File: src/rtl/riscv_core_div_iter_out_if.sv
// Handshake and operand bundle between the divider input stage / EX-MEM and the
// iterative divider output stage.
interface riscv_core_div_iter_out_if #(
  parameter int unsigned XLEN = 32
) ();
  logic            i_valid;
  logic            o_ready;
  logic [XLEN-1:0] i_dividend;
  logic [XLEN-1:0] i_divisor;
  logic            i_srcA_sign;
  logic            i_srcB_sign;
  logic [1:0]      i_control;
  logic            i_isword;
  logic            i_flush;
  logic            o_valid;
  logic            i_ready;
  logic [XLEN-1:0] o_result;

  modport slave (
    input  i_valid, i_dividend, i_divisor, i_srcA_sign, i_srcB_sign,
           i_control, i_isword, i_flush, i_ready,
    output o_ready, o_valid, o_result
  );

  modport master (
    output i_valid, i_dividend, i_divisor, i_srcA_sign, i_srcB_sign,
           i_control, i_isword, i_flush, i_ready,
    input  o_ready, o_valid, o_result
  );
endinterface

File: src/rtl/riscv_core_div_iter_out.sv
// Iterative radix-2 restoring divider with RISC-V M sign restore (DIV/DIVU/REM/REMU, W forms).
// Optional RISCV_DIV_EARLY_OUT_EN: skip iteration when divisor > dividend (latency only).
module riscv_core_div_iter_out #(
  parameter int unsigned XLEN = 32
) (
  input logic                      i_clk,
  input logic                      i_rst_n,
  riscv_core_div_iter_out_if.slave bus
);
  localparam int unsigned HALF = XLEN / 2;
  localparam int unsigned CW   = $clog2(XLEN);

  typedef enum logic [1:0] {IDLE, CALC, FIX, DONE} state_t;

  state_t          state_q, state_d;
  logic [XLEN-1:0] quo_q, rem_q, dsr_q, result_q;
  logic [CW-1:0]   count_q;
  logic            a_sign_q, b_sign_q, isword_q, div0_q;
  logic [1:0]      ctrl_q;

  logic            accept, div0_in, early_in;
  logic [XLEN:0]   shifted;
  logic            ge;
  logic [XLEN-1:0] rem_step, quo_step;
  logic [XLEN-1:0] sel, signed_res, fix_result;
  logic            neg;

  assign bus.o_ready  = (state_q == IDLE);
  assign bus.o_valid  = (state_q == DONE);
  assign bus.o_result = result_q;

  always_comb begin
    div0_in = (bus.i_divisor == '0);
`ifdef RISCV_DIV_EARLY_OUT_EN
    early_in = !div0_in && (bus.i_divisor > bus.i_dividend);
`else
    early_in = 1'b0;
`endif
  end

  always_comb begin
    state_d = state_q;
    accept  = 1'b0;
    case (state_q)
      IDLE: if (bus.i_valid) begin
        accept  = 1'b1;
        state_d = (div0_in || early_in) ? FIX : CALC;
      end
      CALC: if (count_q == '0) state_d = FIX;
      FIX:  state_d = DONE;
      DONE: if (bus.i_ready) state_d = IDLE;
      default: state_d = IDLE;
    endcase
    if (bus.i_flush) begin
      state_d = IDLE;
      accept  = 1'b0;
    end
  end

  always_ff @(posedge i_clk or negedge i_rst_n) begin
    if (!i_rst_n) state_q <= IDLE;
    else          state_q <= state_d;
  end

  // One restoring step; the shifted remainder needs XLEN+1 bits for the compare,
  // but a successful subtraction always fits back into XLEN bits.
  always_comb begin
    shifted  = {rem_q, quo_q[XLEN-1]};
    ge       = (shifted >= {1'b0, dsr_q});
    rem_step = ge ? (shifted[XLEN-1:0] - dsr_q) : shifted[XLEN-1:0];
    quo_step = {quo_q[XLEN-2:0], ge};
  end

  always_comb begin
    sel        = ctrl_q[1] ? rem_q : quo_q;
    neg        = !ctrl_q[0] && (ctrl_q[1] ? a_sign_q : ((a_sign_q ^ b_sign_q) && !div0_q));
    signed_res = neg ? (-sel) : sel;
    fix_result = isword_q ? {{HALF{signed_res[HALF-1]}}, signed_res[HALF-1:0]} : signed_res;
  end

  always_ff @(posedge i_clk or negedge i_rst_n) begin
    if (!i_rst_n) begin
      quo_q    <= '0;
      rem_q    <= '0;
      dsr_q    <= '0;
      result_q <= '0;
      count_q  <= '0;
      a_sign_q <= 1'b0;
      b_sign_q <= 1'b0;
      isword_q <= 1'b0;
      div0_q   <= 1'b0;
      ctrl_q   <= '0;
    end else if (accept) begin
      dsr_q    <= bus.i_divisor;
      a_sign_q <= bus.i_srcA_sign;
      b_sign_q <= bus.i_srcB_sign;
      ctrl_q   <= bus.i_control;
      isword_q <= bus.i_isword;
      div0_q   <= div0_in;
      count_q  <= bus.i_isword ? CW'(HALF - 1) : CW'(XLEN - 1);
      if (div0_in) begin
        quo_q <= '1;
        rem_q <= bus.i_dividend;
      end else if (early_in) begin
        quo_q <= '0;
        rem_q <= bus.i_dividend;
      end else begin
        // Word dividends are parked in the upper half so their MSB shifts out first.
        quo_q <= bus.i_isword ? {bus.i_dividend[HALF-1:0], {HALF{1'b0}}} : bus.i_dividend;
        rem_q <= '0;
      end
    end else if (state_q == CALC && !bus.i_flush) begin
      quo_q   <= quo_step;
      rem_q   <= rem_step;
      count_q <= count_q - 1'b1;
    end else if (state_q == FIX && !bus.i_flush) begin
      result_q <= fix_result;
    end
  end
endmodule

File: src/flat_wrapper.sv
// flat-port wrapper written by rule: the top's interface ports become plain ports
module riscv_core_div_iter_out_flat 
#(
  parameter int unsigned XLEN = 32
)
  (i_clk, i_rst_n, bus_i_valid, bus_i_dividend, bus_i_divisor, bus_i_srcA_sign, bus_i_srcB_sign, bus_i_control, bus_i_isword, bus_i_flush, bus_i_ready, bus_o_ready, bus_o_valid, bus_o_result);
  riscv_core_div_iter_out_if #(.XLEN(XLEN)) bus_i ();
  input logic i_clk;
  input logic i_rst_n;
  input wire logic [$bits(bus_i.i_valid)-1:0] bus_i_valid;
  input wire logic [$bits(bus_i.i_dividend)-1:0] bus_i_dividend;
  input wire logic [$bits(bus_i.i_divisor)-1:0] bus_i_divisor;
  input wire logic [$bits(bus_i.i_srcA_sign)-1:0] bus_i_srcA_sign;
  input wire logic [$bits(bus_i.i_srcB_sign)-1:0] bus_i_srcB_sign;
  input wire logic [$bits(bus_i.i_control)-1:0] bus_i_control;
  input wire logic [$bits(bus_i.i_isword)-1:0] bus_i_isword;
  input wire logic [$bits(bus_i.i_flush)-1:0] bus_i_flush;
  input wire logic [$bits(bus_i.i_ready)-1:0] bus_i_ready;
  output wire logic [$bits(bus_i.o_ready)-1:0] bus_o_ready;
  output wire logic [$bits(bus_i.o_valid)-1:0] bus_o_valid;
  output wire logic [$bits(bus_i.o_result)-1:0] bus_o_result;
  assign bus_i.i_valid = bus_i_valid;
  assign bus_i.i_dividend = bus_i_dividend;
  assign bus_i.i_divisor = bus_i_divisor;
  assign bus_i.i_srcA_sign = bus_i_srcA_sign;
  assign bus_i.i_srcB_sign = bus_i_srcB_sign;
  assign bus_i.i_control = bus_i_control;
  assign bus_i.i_isword = bus_i_isword;
  assign bus_i.i_flush = bus_i_flush;
  assign bus_i.i_ready = bus_i_ready;
  assign bus_o_ready = bus_i.o_ready;
  assign bus_o_valid = bus_i.o_valid;
  assign bus_o_result = bus_i.o_result;
  riscv_core_div_iter_out #(.XLEN(XLEN)) u_core (.i_clk(i_clk), .i_rst_n(i_rst_n), .bus(bus_i));
endmodule
File: config.mk
export PLATFORM = sky130hd
export DESIGN_NAME = riscv_core_div_iter_out_flat
export DESIGN_NICKNAME = d
export VERILOG_FILES = /design/src/rtl/riscv_core_div_iter_out_if.sv /design/src/rtl/riscv_core_div_iter_out.sv /design/src/flat_wrapper.sv
export SDC_FILE = /design/constraint.sdc
export NUM_CORES = 1
export LEC_CHECK = 0
export BUFFER_PORTS_ARGS = -buffer_cell sky130_fd_sc_hd__buf_2
export CAP_MARGIN = 5
export CORE_MARGIN = 2
export CORE_UTILIZATION = 30
export CTS_BUF_LIST = sky130_fd_sc_hd__clkbuf_16
export DETAILED_ROUTE_END_ITERATION = 6
export MAX_ROUTING_LAYER = met4
export PLACE_DENSITY = 0.53
export SYNTH_ARGS = -nofsm -noshare
export SYNTH_HDL_FRONTEND = slang
export SYNTH_SLANG_ARGS = --single-unit
File: constraint.sdc
create_clock -name i_clk -period 5.7 [get_ports i_clk]
set_input_delay 0.285 -clock i_clk [delete_from_list [all_inputs] [get_ports i_clk]]
set_output_delay 0.285 -clock i_clk [all_outputs]
set_load 0.05 [all_outputs]
**After elaboration in Yosys (flattened, before gate mapping)**

Index checks and enable logic that the tools add are counted.

- Bitwise logic cells: 3
- Order comparisons: 1
- Muxes and demuxes: 24
- Add/sub/neg operators: 3
- Equal/unequal tests: 6
- Reductions and logical operators: 13

Operators by type and width:

| operator | number |
|---|---|
| $mux 32 | 11 |
| $ge 33x32->1 | 1 |
| $logic_not 32->1 | 1 |
| $neg 32->32 | 1 |
| $sub 32x32->32 | 1 |
| $mux 5 | 3 |
| $mux 2 | 5 |
| $pmux 2 s4 | 1 |
| $ne 3x3->1 const B | 2 |
| $reduce_and 3->1 | 2 |
| $logic_not 5->1 | 1 |
| $sub 5x1->5 const B | 1 |
| $eq 2x2->1 const B | 2 |
| $logic_and 1x1->1 | 4 |
| $mux 1 | 4 |
| $logic_not 1->1 | 3 |
| $ne 3x2->1 const B | 1 |
| $eq 2x1->1 const B | 1 |
| $logic_not 2->1 | 1 |
| $not 1->1 | 2 |
| $reduce_bool 2->1 | 1 |
| $xor 1x1->1 | 1 |

- Output and inout bits: 34
- Flip-flop bits (word level): 141

**Depth between registers and ports, before layout**

Gate-level depths: netlist (run 1).

- Word-level depth: 6
- Mapped depth: 15
- Depth with buffers taken out: 13

**Worst setup path after synthesis (run 1)**

No wires, ideal clock.

- Path kind: register -> register
- Start: register u_core.ctrl_q[1]
- End: register u_core.result_q[30] (netlist: u_core.bus.o_result[30])
- Arrival: 3.074 ns
- Stages on the path, launching flop included: 16
- Path slack: 2.501 ns
- Path buffers: 5
- Setup time: 0.125 ns
- Period minus slack after synthesis: 3.199 ns
- Path through: dfrtp_1 > buf_4 > buf_2 > buf_4 > buf_2 > buf_2 > mux2i_1 > ha_1 > o211ai_1 > nor3_2 > nand3_1 > nor2_1 > a21oi_1 > xor2_1 > o21ai_0 > mux2_2

- Longest elaborated chain between the ends: 4
- Elaborated cells between the ends (all ways): 6
- Classes of those cells: add/sub (1); mux (4); reduce/logical (1)

Ends and longest elaborated chain:

| element | line | text |
|---|---|---|
| start, declared | riscv_core_div_iter_out.sv:19 | `logic [1:0] ctrl_q;` |
| start signal, assigned | riscv_core_div_iter_out.sv:97 | `ctrl_q <= bus.i_control;` |
| $mux 32 or $mux 1 (tied branches) | riscv_core_div_iter_out.sv:75, riscv_core_div_iter_out.sv:76 |  |
| $neg 32->32 or $logic_and 1x1->1 (tied branches) | riscv_core_div_iter_out.sv:77, riscv_core_div_iter_out.sv:76 |  |
| $mux 32 (*) | riscv_core_div_iter_out.sv:77 | `signed_res = neg ? (-sel) : sel;` |
| $mux 32 (*) | riscv_core_div_iter_out.sv:78 | `fix_result = isword_q ? {{HALF{signed_res[HALF-1]}}, signed_res[HALF-1:0]} : signed_res;` |
| end signal, assigned | riscv_core_div_iter_out.sv:117 | `result_q <= fix_result;` |
| end, declared | riscv_core_div_iter_out.sv:16 | `logic [XLEN-1:0] quo_q, rem_q, dsr_q, result_q;` |

Every way passes the cells marked *; elsewhere a longest branch is shown, timed or not.
A chain may end at the register's enable or synchronous reset.

**Worst setup path in the final report (run 1)**

- Start: register u_core.rem_q[11]
- End: register u_core.rem_q[13]

- Longest elaborated chain between the ends: 4
- Elaborated cells between the ends (all ways): 5
- Classes of those cells: add/sub (1); order compare (1); mux (3)

Ends and longest elaborated chain:

| element | line | text |
|---|---|---|
| start, declared | riscv_core_div_iter_out.sv:16 |  |
| start signal, assigned | riscv_core_div_iter_out.sv:103 | `rem_q <= bus.i_dividend;` |
| start signal, assigned | riscv_core_div_iter_out.sv:106 | `rem_q <= bus.i_dividend;` |
| start signal, assigned | riscv_core_div_iter_out.sv:114 | `rem_q <= rem_step;` |
| $sub 32x32->32 or $ge 33x32->1 (tied branches) | riscv_core_div_iter_out.sv:70, riscv_core_div_iter_out.sv:69 |  |
| $mux 32 (*) | riscv_core_div_iter_out.sv:70 | `rem_step = ge ? (shifted[XLEN-1:0] - dsr_q) : shifted[XLEN-1:0];` |
| $mux 32 (*) | riscv_core_div_iter_out.sv:112 | `end else if (state_q == CALC && !bus.i_flush) begin` |
| $mux 32 (*) | riscv_core_div_iter_out.sv:93 | `end else if (accept) begin` |

Every way passes the cells marked *; elsewhere a longest branch is shown, timed or not. The select of a mux whose other input is x is not followed.

==> results.sh, run 1 <==
export IMPL_rr_worst_depth=10
export IMPL_nFillCells=3473
export IMPL_via_per_inst=5.273
export IMPL_dp_hpwl_um=24690
export IMPL_crit_fanout=23
export IMPL_rrSetupSlack_ps=1800
export IMPL_rows=66
export IMPL_core_mm2=0.03237
export IMPL_ctsHoldBuffers=1
export IMPL_yosysWarnings=0
export IMPL_final_hold_viol_count=0
export IMPL_clock_fmax_mhz=256.3
export IMPL_nets=1350
export IMPL_finalSetupViolCount=0
export IMPL_hold_depth=3
export IMPL_drt_initial_drc_count=561
export IMPL_top_layer="met4"
export IMPL_port_buffer_count=107
export IMPL_synth_seq_area_share=0.3603
export IMPL_syn_inst=1170
export IMPL_cts_tree="built"
export IMPL_synth_cell_types=75
export IMPL_wirelength_um=32700
export IMPL_globalRouteTotalUtil=0.2020
export IMPL_hold_path_end="u_core.a_sign_q"
export IMPL_tightestPinTransition_ps=1157
export IMPL_post_route_period_util=0.6846
export IMPL_post_cts_buffers=0
export IMPL_syn_area_mm2=0.009792
export IMPL_die_area_mm2=0.03410
export IMPL_powerDensity_mw_per_mm2=742.2
export IMPL_dr_pass1_iters=5
export IMPL_fin_skew_ps=12.15
export IMPL_worstSkewPairLatency_ps=430
export IMPL_drv_slew=0
export IMPL_synthArstFlopShare=1.000
export IMPL_hold_start="bus_i_srcA_sign"
export IMPL_ios=108
export IMPL_antenna_found_initial=0
export IMPL_synth_avg_cell_area_um2=8.369
export IMPL_grt_overflow=0
export IMPL_fin_crit_ps=3902
export IMPL_crit_path_start_kind="register"
export IMPL_mostFrequentLayoutCell="nand2_1"
export IMPL_wl_met1_um=15670
export IMPL_status="finished, final reports clean"
export IMPL_ant_nets=0
export IMPL_cts_made_buffers=17
export IMPL_num_vias=8911
export IMPL_grt_pass1_vias=8547
export IMPL_final_cell_mix="nand2_1 (143), dfrtp_1 (140), o21ai_0 (128)"
export IMPL_crit_type="register to register"
export IMPL_arrival_ps=4190
export IMPL_multi_input_area_mm2=0.005786
export IMPL_cts_htree_levels=4
export IMPL_crit_required_ps=5980
export IMPL_place_congestion=0.9332
export IMPL_wl_per_cell_um=19.35
export IMPL_die_h_um=184.7
export IMPL_synth_edf_count=0
export IMPL_die_w_um=184.7
export IMPL_synth_area_leaders="dfrtp_1 (36%), o21ai_0 (6.5%), a21oi_1 (5.6%), nand2_1 (5.5%), ha_1 (5.0%)"
export IMPL_met3_length_um=1716
export IMPL_grt_pass1_wl_um=51380
export IMPL_area_growth_pct=14.96
export IMPL_hold_path_class="primary input to register"
export IMPL_cts_resized=0
export IMPL_rsz0062_at_grt="false"
export IMPL_syn_nets=1284
export IMPL_ys_ff_latch=141
export IMPL_antenna_cells=0
export IMPL_ff_latch_area_mm2=0.003530
export IMPL_final_util=0.3478
export IMPL_route_met2_wl_um=14120
export IMPL_end_kind="register"
export IMPL_cts_buffer_depth=2
export IMPL_vdd_drop_max_mv=0.2946
export IMPL_final_layout_size_suffix_gt1_frac=0.1579
export IMPL_cap_viol_max_count=0
export IMPL_initial_core_util=0.3025
export IMPL_leakage_uw=0.004973
export IMPL_clk_pin_slew_ps=60
export IMPL_r2r_end="u_core.rem_q[13]"
export IMPL_finalSetupTns_ps=0
export IMPL_drc=0
export IMPL_worst_r2r_startpoint="u_core.rem_q[11]"
export IMPL_synth_top_area_cell="dfrtp_1"
export IMPL_synth_top_area_frac=0.3603
export IMPL_cts_sinks=141
export IMPL_max_slew_margin=0.2270
export IMPL_cts_root_buf="clkbuf_16"
export IMPL_grt_max_degree=72
export IMPL_ys_flop_type="dfrtp_1"
[layout make-up]
class | instances | area share
Multi-Input combinational cell | 902 | 0.5140
Clock buffer | 17 | 0.03779
Clock inverter | 14 | 0.01023
Timing Repair Buffer | 121 | 0.05769
Sequential cell | 141 | 0.3136
Tap cell | 442 | 0.04913
Inverter | 53 | 0.01767
[cell families after synthesis]
group                    after synthesis  share of synthesized area
AO/OA/AOI/OAI                        387                     0.2397
AND/OR/NAND/NOR                      345                     0.1674
flip-flops                           141                     0.3603
buffers and inverters                127                    0.05149
multiplexers                          70                    0.07552
XOR/XNOR                              60                    0.05367
adder cells (fa/ha/maj)               40                    0.05188
[flip-flops by register name, summed over array words and instances (netlist names)]
register / flops
u_core.a_sign_q: 1
u_core.b_sign_q: 1
u_core.bus.o_result: 32
u_core.count_q: 5
u_core.ctrl_q: 2
u_core.div0_q: 1
u_core.dsr_q: 32
u_core.isword_q: 1
u_core.quo_q: 32
u_core.rem_q: 32
u_core.state_q: 2
[how the worst max path moves through the flow]
stage | endpoint | slack [ps] | depth (start not counted) | start
finish | u_core.rem_q[13] | 1800 | 10 | u_core.rem_q[11]
global route | u_core.rem_q[29] | 1440 | 10 | u_core.rem_q[11]
CTS | u_core.rem_q[21] | 1830 | 10 | u_core.rem_q[11]
detailed placement | u_core.rem_q[21] | 1840 | 10 | u_core.rem_q[11]
global placement | u_core.rem_q[27] | 1970 | 10 | u_core.rem_q[11]
floorplan | u_core.bus.o_result[30] | 2500 | 15 | u_core.ctrl_q[1]
[stage by stage]
step                total power (uW)  hold WS, ps  worst slack (ps)  instance area [um2]  instances
floorplan                       5862       -10.59              2501                 9792       1170
global placement                7224        355.3              1972                10710       1658
detailed placement              7228        358.4              1841                10710       1658
CTS                             8338        37.62              1826                11260       1690
global route                    9065        40.69              1444                11260       1690
finish                          8354        44.78              1798                11260       1690
[critical path, stage by stage, from the launching register on]
cell and delay (ps):
dfrtp_1 440, ha_1 450, nand2_1 170, nor3_2 300, a21bo_2 270, a21oi_1 200, o21ai_1 120, nand3_1 400
and2_1 970, mux2i_1 320, a31oi_1 110
[where the power goes]
part | internal [uW] | switching [uW] | leakage, uW
Sequential | 1450 | 433 | 0.00175
Clock | 626 | 442 | 0.000277
Combinational | 1940 | 3460 | 0.00295
Total | 4010 | 4340 | 0.00497
[synth_stat cells (4+ instances only)]
library cell,instances
nand2b_1,6
a21o_1,19
nand2_1,143
o21ai_0,128
xor2_1,29
nor3_1,21
nor3b_1,10
o211ai_1,4
clkbuf_1,54
inv_1,52
nand3_1,26
a221oi_1,4
nor2_1,73
o31ai_1,9
o21a_1,4
a211oi_1,8
a31oi_1,19
a21oi_1,110
nor2b_1,5
o21ai_1,4
and2_1,4
buf_2,9
a41oi_1,7
o22ai_1,17
and3_1,11
mux2_2,28
or2_2,4
o21bai_1,5
mux2i_1,41
dfrtp_1,141
xnor2_1,31
and4_1,4
nand4_1,12
a22oi_1,14
buf_4,4
buf_1,6
nor4_1,10
ha_1,39
[layer usage]
layer,up-vias,GRT usage
met5,-,-
met4,0,0.07905
met3,67,0.03063
met2,279,0.2962
met1,4205,0.2793
li1,4360,-
Note: power is estimated with default switching activity, not from simulation.
==> run 2: changes to the inputs <==
--- a/config.mk
+++ b/config.mk
@@ -5,6 +5,7 @@
 export SDC_FILE = /design/constraint.sdc
 export NUM_CORES = 1
 export LEC_CHECK = 0
+export ABC_AREA = 1
 export BUFFER_PORTS_ARGS = -buffer_cell sky130_fd_sc_hd__buf_2
 export CAP_MARGIN = 5
 export CORE_MARGIN = 2
==> constraint.sdc (replaced) <==
create_clock -name i_clk -period 3.9 [get_ports i_clk]
set_input_delay 0.195 -clock i_clk [delete_from_list [all_inputs] [get_ports i_clk]]
set_output_delay 0.195 -clock i_clk [all_outputs]
set_load 0.05 [all_outputs]
==> run 2 against run 1 <==
Against the previous run: total power grew 62%; cell area grew 15%; setup slack lost 1100 ps; die area grew 15%; clock-buffer cell count is the same; non-clock buffer count grew 21; cell count grew 40%.
==> results.sh, run 2 <==
export IMPL_status="finished, final reports clean"
export IMPL_grt_overflow=0
export IMPL_worst_hold_slack_ps=15.97
export IMPL_synthTopCellsByCount="nand2_1 (600), inv_1 (314), nand3_1 (147), dfrtp_1 (141), nor2_1 (126)"
export IMPL_leakage_uw=0.007048
export IMPL_area_growth_pct=14.97
export IMPL_cap_viol_max_count=0
export IMPL_nets=2001
export IMPL_grt_max_degree=97
export IMPL_cts_htree_levels=4
export IMPL_place_inst=2317
export IMPL_crit_fanout=51
export IMPL_arrival_ps=3470
export IMPL_via_per_inst=4.845
export IMPL_cts_made_buffers=17
export IMPL_cts_sinks=141
export IMPL_rsz0062_at_grt="false"
export IMPL_fin_crit_ps=3171
export IMPL_wirelength_um=39650
export IMPL_dp_hpwl_um=30990
export IMPL_ys_flop_type="dfrtp_1"
export IMPL_antenna_found_initial=2
export IMPL_end_kind="register"
export IMPL_syn_inst=1791
export IMPL_stdcell_count=2368
export IMPL_wl_per_cell_um=16.75
export IMPL_p_seq_frac=0.204
export IMPL_ant_nets=0
export IMPL_finalSetupTns_ps=0
export IMPL_syn_area_mm2=0.01127
export IMPL_mostFrequentLayoutCell="nand2_1"
export IMPL_crit_path_start_kind="register"
export IMPL_drc=0
export IMPL_cts_root_buf="clkbuf_16"
export IMPL_synth_top_area_cell="dfrtp_1"
export IMPL_placed_area_mm2=0.01219
export IMPL_swShare=0.5499
export IMPL_post_route_period_util=0.8130
export IMPL_finalSetupViolCount=0
export IMPL_yosysWarnings=0
export IMPL_combPwrFrac=0.674
export IMPL_synthArstFlopShare=1.000
export IMPL_final_cell_mix="nand2_1 (600), inv_1 (313), nand3_1 (146)"
export IMPL_cts_tree="built"
export IMPL_p_int_uw=6096
export IMPL_clk_pin_slew_ps=60
export IMPL_synth_edf_count=0
export IMPL_post_cts_buffers=0
export IMPL_synth_top_area_frac=0.3132
export IMPL_synth_avg_cell_area_um2=6.291
export IMPL_dr_pass1_iters=5
export IMPL_die_area_mm2=0.03912
export IMPL_ios=108
export IMPL_synth_most_common_cell="nand2_1"
export IMPL_crit_required_ps=4190
export IMPL_drt_initial_drc_count=1022
export IMPL_grt_pass1_wl_um=63020
export IMPL_synth_seq_area_share=0.3132
export IMPL_final_area_mm2=0.01295
export IMPL_ys_ff_latch=141
export IMPL_nFillCells=4117
export IMPL_final_layout_size_suffix_gt1_frac=0.1137
export IMPL_initial_core_util=0.3063
export IMPL_place_congestion=0.9111
export IMPL_drv_slew=0
export IMPL_p_clk_frac=0.122
export IMPL_clock_fmax_mhz=315.4
export IMPL_globalRouteTotalUtil=0.2162
export IMPL_port_buffer_count=107
export IMPL_cts_buffer_depth=2
export IMPL_final_util=0.3521
export IMPL_die_w_um=197.8
export IMPL_rows=70
export IMPL_worstSkewPairLatency_ps=450
export IMPL_grt_pass1_vias=11320
export IMPL_hold_path_class="primary input to register"
export IMPL_crit_type="register to register"
export IMPL_synth_cell_types=50
export IMPL_syn_nets=1905
export IMPL_synth_area_leaders="dfrtp_1 (31%), nand2_1 (20%), inv_1 (10%), nand3_1 (6.5%), o21ai_0 (4.8%)"
export IMPL_vdd_drop_max_mv=0.3729
export IMPL_final_hold_viol_count=0
export IMPL_num_vias=11470
export IMPL_max_slew_margin=0.3089
export IMPL_core_mm2=0.03679
export IMPL_fin_skew_ps=12.18
export IMPL_die_h_um=197.8
export IMPL_powerDensity_mw_per_mm2=1046
export IMPL_switching_power_uw=7448
export IMPL_tightestPinTransition_ps=1035
==> run 2: changes by cell type after synthesis, sizes merged, moves of 19 or more <==
cell,before,now
mux2i,42,0
nand2,143,609
xor2,29,9
inv,52,318
nor2,73,133
mux2,28,0
nand3,26,151
a21oi,112,63
clkbuf,55,36
==> run 2: per-stage QoR <==
step	power [uW]	setup WS, ps
5_1_grt	14990	403.9
2_1_floorplan	9524	1478
3_3_place_gp	11820	764.0
4_1_cts	13630	732.1
6_report	13540	729.1
3_5_place_dp	11910	758.1
==> run 2: cell families after synthesis <==
family | synth area share
DFF | 0.3132
buffers and inverters | 0.1369
AOI/OAI and AO/OA | 0.1288
and+or+nand+nor | 0.3574
xor gates and xnor gates | 0.01866
adders and majority gates | 0.04509
==> run 2: cell type report <==
| type | instances | area [um2] | area share |
|---|---|---|---|
| tap | 468 | 585.6 | 0.04520 |
| antenna | 1 | 2.502 | 0.0001932 |
| sequential | 141 | 3530 | 0.2725 |
| timing repair buffer | 142 | 852.1 | 0.06578 |
| clock buffer | 17 | 425.4 | 0.03284 |
| inverter | 320 | 1206 | 0.09311 |
| multi-input combinational | 1265 | 6208 | 0.4793 |
| clock inverter | 14 | 143.9 | 0.01111 |
==> run 2: routing by layer <==
| metal | vias to the layer above | wire, um | track usage |
|---|---|---|---|
| met5 | - | 0 | - |
| met4 | 0 | 686 | 0.06043 |
| met3 | 40 | 1768 | 0.02538 |
| met2 | 286 | 17920 | 0.3358 |
| met1 | 5354 | 19280 | 0.2969 |
| li1 | 5792 | - | - |
==> run 2: critical path, cell delays in order (launching register included) <==
cell and delay [ps]:
dfrtp_2 990, buf_4 340, nor2_1 100, nor3_4 580
nand2_1 120, nand2_1 90, nand2_2 80, a21oi_4 490
a21boi_0 180
==> run 2: what timing repair did <==
item / CTS / global route
resized for setup: 0 / 0
endpoints found under the hold margin: 112 / 0
hold buffers: 19 / 0
==> run 2: worst paths after layout <==
path | end | cells past startpoint | startpoint | slack (ps)
hold reg to reg | u_core.bus.o_result[8] | 2 | u_core.bus.o_result[8] | 480
setup reg to reg | u_core.bus.o_result[27] | 8 | u_core.ctrl_q[1] | 730
max in group asynchronous | u_core.dsr_q[1] | 3 | i_rst_n | 2510
setup / recovery | u_core.bus.o_result[27] | 8 | u_core.ctrl_q[1] | 730
hold / removal | u_core.dsr_q[0] | 3 | bus_i_divisor[0] | 20
min in group asynchronous | u_core.dsr_q[26] | 2 | i_rst_n | 410
==> run 2: power groups by stage <==
stage / registers, uW / logic [uW] / clock network, uW
floorplan: 3070 / 6460 / 0
global placement: 2770 / 9050 / 0
detailed placement: 2780 / 9130 / 0
CTS: 2760 / 9180 / 1690
global route: 2850 / 10400 / 1740
finish: 2760 / 9130 / 1650
==> run 3: changes to the inputs <==
--- a/config.mk
+++ b/config.mk
@@ -5,7 +5,7 @@
 export SDC_FILE = /design/constraint.sdc
 export NUM_CORES = 1
 export LEC_CHECK = 0
-export ABC_AREA = 1
+export ABC_AREA = 0
 export BUFFER_PORTS_ARGS = -buffer_cell sky130_fd_sc_hd__buf_2
 export CAP_MARGIN = 5
 export CORE_MARGIN = 2
@@ -13,7 +13,7 @@
 export CTS_BUF_LIST = sky130_fd_sc_hd__clkbuf_16
 export DETAILED_ROUTE_END_ITERATION = 6
 export MAX_ROUTING_LAYER = met4
-export PLACE_DENSITY = 0.53
+export PLACE_DENSITY = 0.55
 export SYNTH_ARGS = -nofsm -noshare
 export SYNTH_HDL_FRONTEND = slang
 export SYNTH_SLANG_ARGS = --single-unit
==> constraint.sdc (replaced) <==
create_clock -name i_clk -period 2.9 [get_ports i_clk]
set_input_delay 0.145 -clock i_clk [delete_from_list [all_inputs] [get_ports i_clk]]
set_output_delay 0.145 -clock i_clk [all_outputs]
set_load 0.05 [all_outputs]
==> run 3 against run 2 <==
Against the previous run: cell count fell by 22%; global-route usage fell by 0.68 points; first-iteration DRC count fell by 24%; routed wire length shrank 14%; register-to-register slack got worse by 630 ps; sequential power rose by 28%; setup slack worse by 630 ps; total power grew 37%; clock power up 32%; critical path depth up 1; cell area shrank 1.6%; critical path type unchanged; critical endpoint is now u_core.rem_q[30]; highest routed layer unchanged.
==> results.sh, run 3 (synthesis results as in run 1) <==
export IMPL_initial_core_util=0.3025
export IMPL_cts_buffer_depth=2
export IMPL_dp_hpwl_um=26010
export IMPL_grt_pass1_vias=9234
export IMPL_crit_fanout=6
export IMPL_die_h_um=184.7
export IMPL_finalSetupTns_ps=0
export IMPL_p_seq_frac=0.190
export IMPL_nFillCells=3375
export IMPL_place_congestion=0.9268
export IMPL_arrival_ps=3170
export IMPL_die_w_um=184.7
export IMPL_tightestPinTransition_ps=773.1
export IMPL_p_int_uw=9349
export IMPL_antenna_cells=0
export IMPL_crit_type="register to register"
export IMPL_path_buf_inv=0
export IMPL_final_hold_viol_count=0
export IMPL_wirelength_um=34030
export IMPL_cts_htree_levels=4
export IMPL_clock_fmax_mhz=357.3
export IMPL_fin_skew_ps=15.03
export IMPL_end_kind="register"
export IMPL_status="finished, final reports clean"
export IMPL_cap_viol_max_count=0
export IMPL_ff_latch_area_mm2=0.003532
export IMPL_cts_root_buf="clkbuf_16"
export IMPL_path_cells="ha_1, nand4_1, nor2_1, nand4_1, and2_1, nand3_2, nand2_1, or4_4, nand3_2"
export IMPL_total_power_uw=18550
export IMPL_worst_hold_slack_ps=5.484
export IMPL_rsz0062_at_grt="true"
export IMPL_grt_pass1_wl_um=53470
export IMPL_switching_power_uw=9200
export IMPL_drv_slew=0
export IMPL_final_layout_size_suffix_gt1_frac=0.2470
export IMPL_vdd_drop_max_mv=0.5401
export IMPL_ant_nets=0
export IMPL_mostFrequentLayoutCell="nand2_1"
export IMPL_nets=1498
export IMPL_worstSkewPairLatency_ps=450
export IMPL_crit_required_ps=3270
export IMPL_final_cell_mix="nand2_1 (143), dfrtp_1 (140), o21ai_0 (126)"
export IMPL_antenna_found_initial=0
export IMPL_cpLargestDelayFamily="simple AND/OR/NAND/NOR gates"
export IMPL_leakage_uw=0.005688
export IMPL_globalRouteTotalUtil=0.2094
export IMPL_swShare=0.4960
export IMPL_grt_max_degree=107
export IMPL_multi_input_area_mm2=0.005964
export IMPL_max_slew_margin=0.4840
export IMPL_post_route_period_util=0.9650
export IMPL_dr_pass1_iters=5
export IMPL_cts_sinks=141
export IMPL_powerDensity_mw_per_mm2=1455
export IMPL_num_vias=9453
export IMPL_fin_crit_ps=2799
export IMPL_rows=66
export IMPL_area_growth_pct=30.21
export IMPL_drc=0
export IMPL_cts_made_buffers=17
export IMPL_grt_overflow=0
export IMPL_critical_path_max_stage_delay_ps=570
export IMPL_drt_initial_drc_count=780
export IMPL_clk_pin_slew_ps=70
export IMPL_cp_slowest_cell="or4_4"
export IMPL_finalSetupViolCount=0
export IMPL_p_clk_frac=0.117
export IMPL_wl_per_cell_um=18.50
export IMPL_combPwrFrac=0.693
export IMPL_cts_tree="built"
export IMPL_port_buffer_count=107
export IMPL_hold_path_class="primary input to register"
export IMPL_core_mm2=0.03237
export IMPL_die_area_mm2=0.03410
export IMPL_via_per_inst=5.140
export IMPL_ios=108
export IMPL_crit_path_start_kind="register"
-- run 3: worst paths after layout --
| kind | startpoint | endpoint | slack (ps) | depth (start not counted) |
|---|---|---|---|---|
| setup reg to reg | u_core.rem_q[24] | u_core.rem_q[30] | 100 | 9 |
| min in group asynchronous | i_rst_n | u_core.quo_q[3] | 160 | 2 |
| max in group asynchronous | i_rst_n | u_core.dsr_q[21] | 1820 | 3 |
| hold reg to reg | u_core.bus.o_result[0] | u_core.bus.o_result[0] | 470 | 2 |
| hold / removal | bus_i_dividend[11] | u_core.rem_q[11] | 5 | 3 |
| setup / recovery | u_core.rem_q[24] | u_core.rem_q[30] | 100 | 9 |
-- run 3: area by class of cell --
type / instances / area share
multi-input combinational: 902 / 0.4678
sequential: 141 / 0.2770
timing repair buffer: 269 / 0.1521
tap: 442 / 0.04338
clock buffer: 17 / 0.03337
inverter: 53 / 0.01560
clock inverter: 15 / 0.01070
-- run 3: power groups by stage --
stage / clock network (uW) / registers (uW) / logic (uW)
6_report: 2170 / 3530 / 12800
5_1_grt: 2280 / 3640 / 14100
4_1_cts: 2210 / 3510 / 12300
3_5_place_dp: 0 / 3550 / 12100
3_3_place_gp: 0 / 3530 / 12100
2_1_floorplan: 0 / 4050 / 7540
-- run 3: routing by layer --
metal / up-vias / wire length [um] / track usage
met5: - / 0 / -
met4: 0 / 894 / 0.06698
met3: 42 / 1721 / 0.02944
met2: 279 / 15120 / 0.3153
met1: 4481 / 16300 / 0.2900
li1: 4651 / - / -
-- run 3: tightest hold or removal path, cell delays in order --
cell	delay, ps
buf_2	150
nand2_1	60
o21ai_0	60
-- run 3: metrics by stage --
| stage | worst slack [ps] | std cells | utilization | cell area [um2] |
|---|---|---|---|---|
| 3_5_place_dp | -258.3 | 1756 | 0.3559 | 11520 |
| 6_report | 101.4 | 1839 | 0.3939 | 12750 |
| 3_3_place_gp | -173.9 | 1756 | 0.3559 | 11520 |
| 5_1_grt | -29.87 | 1839 | 0.3939 | 12750 |
| 2_1_floorplan | 8.416 | 1170 | - | 9832 |
| 4_1_cts | 9.177 | 1829 | 0.3866 | 12510 |
-- run 3: repair_timing --
action	4_1_cts	5_1_grt
resized for setup	6	35
pin swaps	1	12
setup endpoints to repair	4	42
hold endpoints to repair	76	0
buffers inserted	0	10
hold buffers	41	0
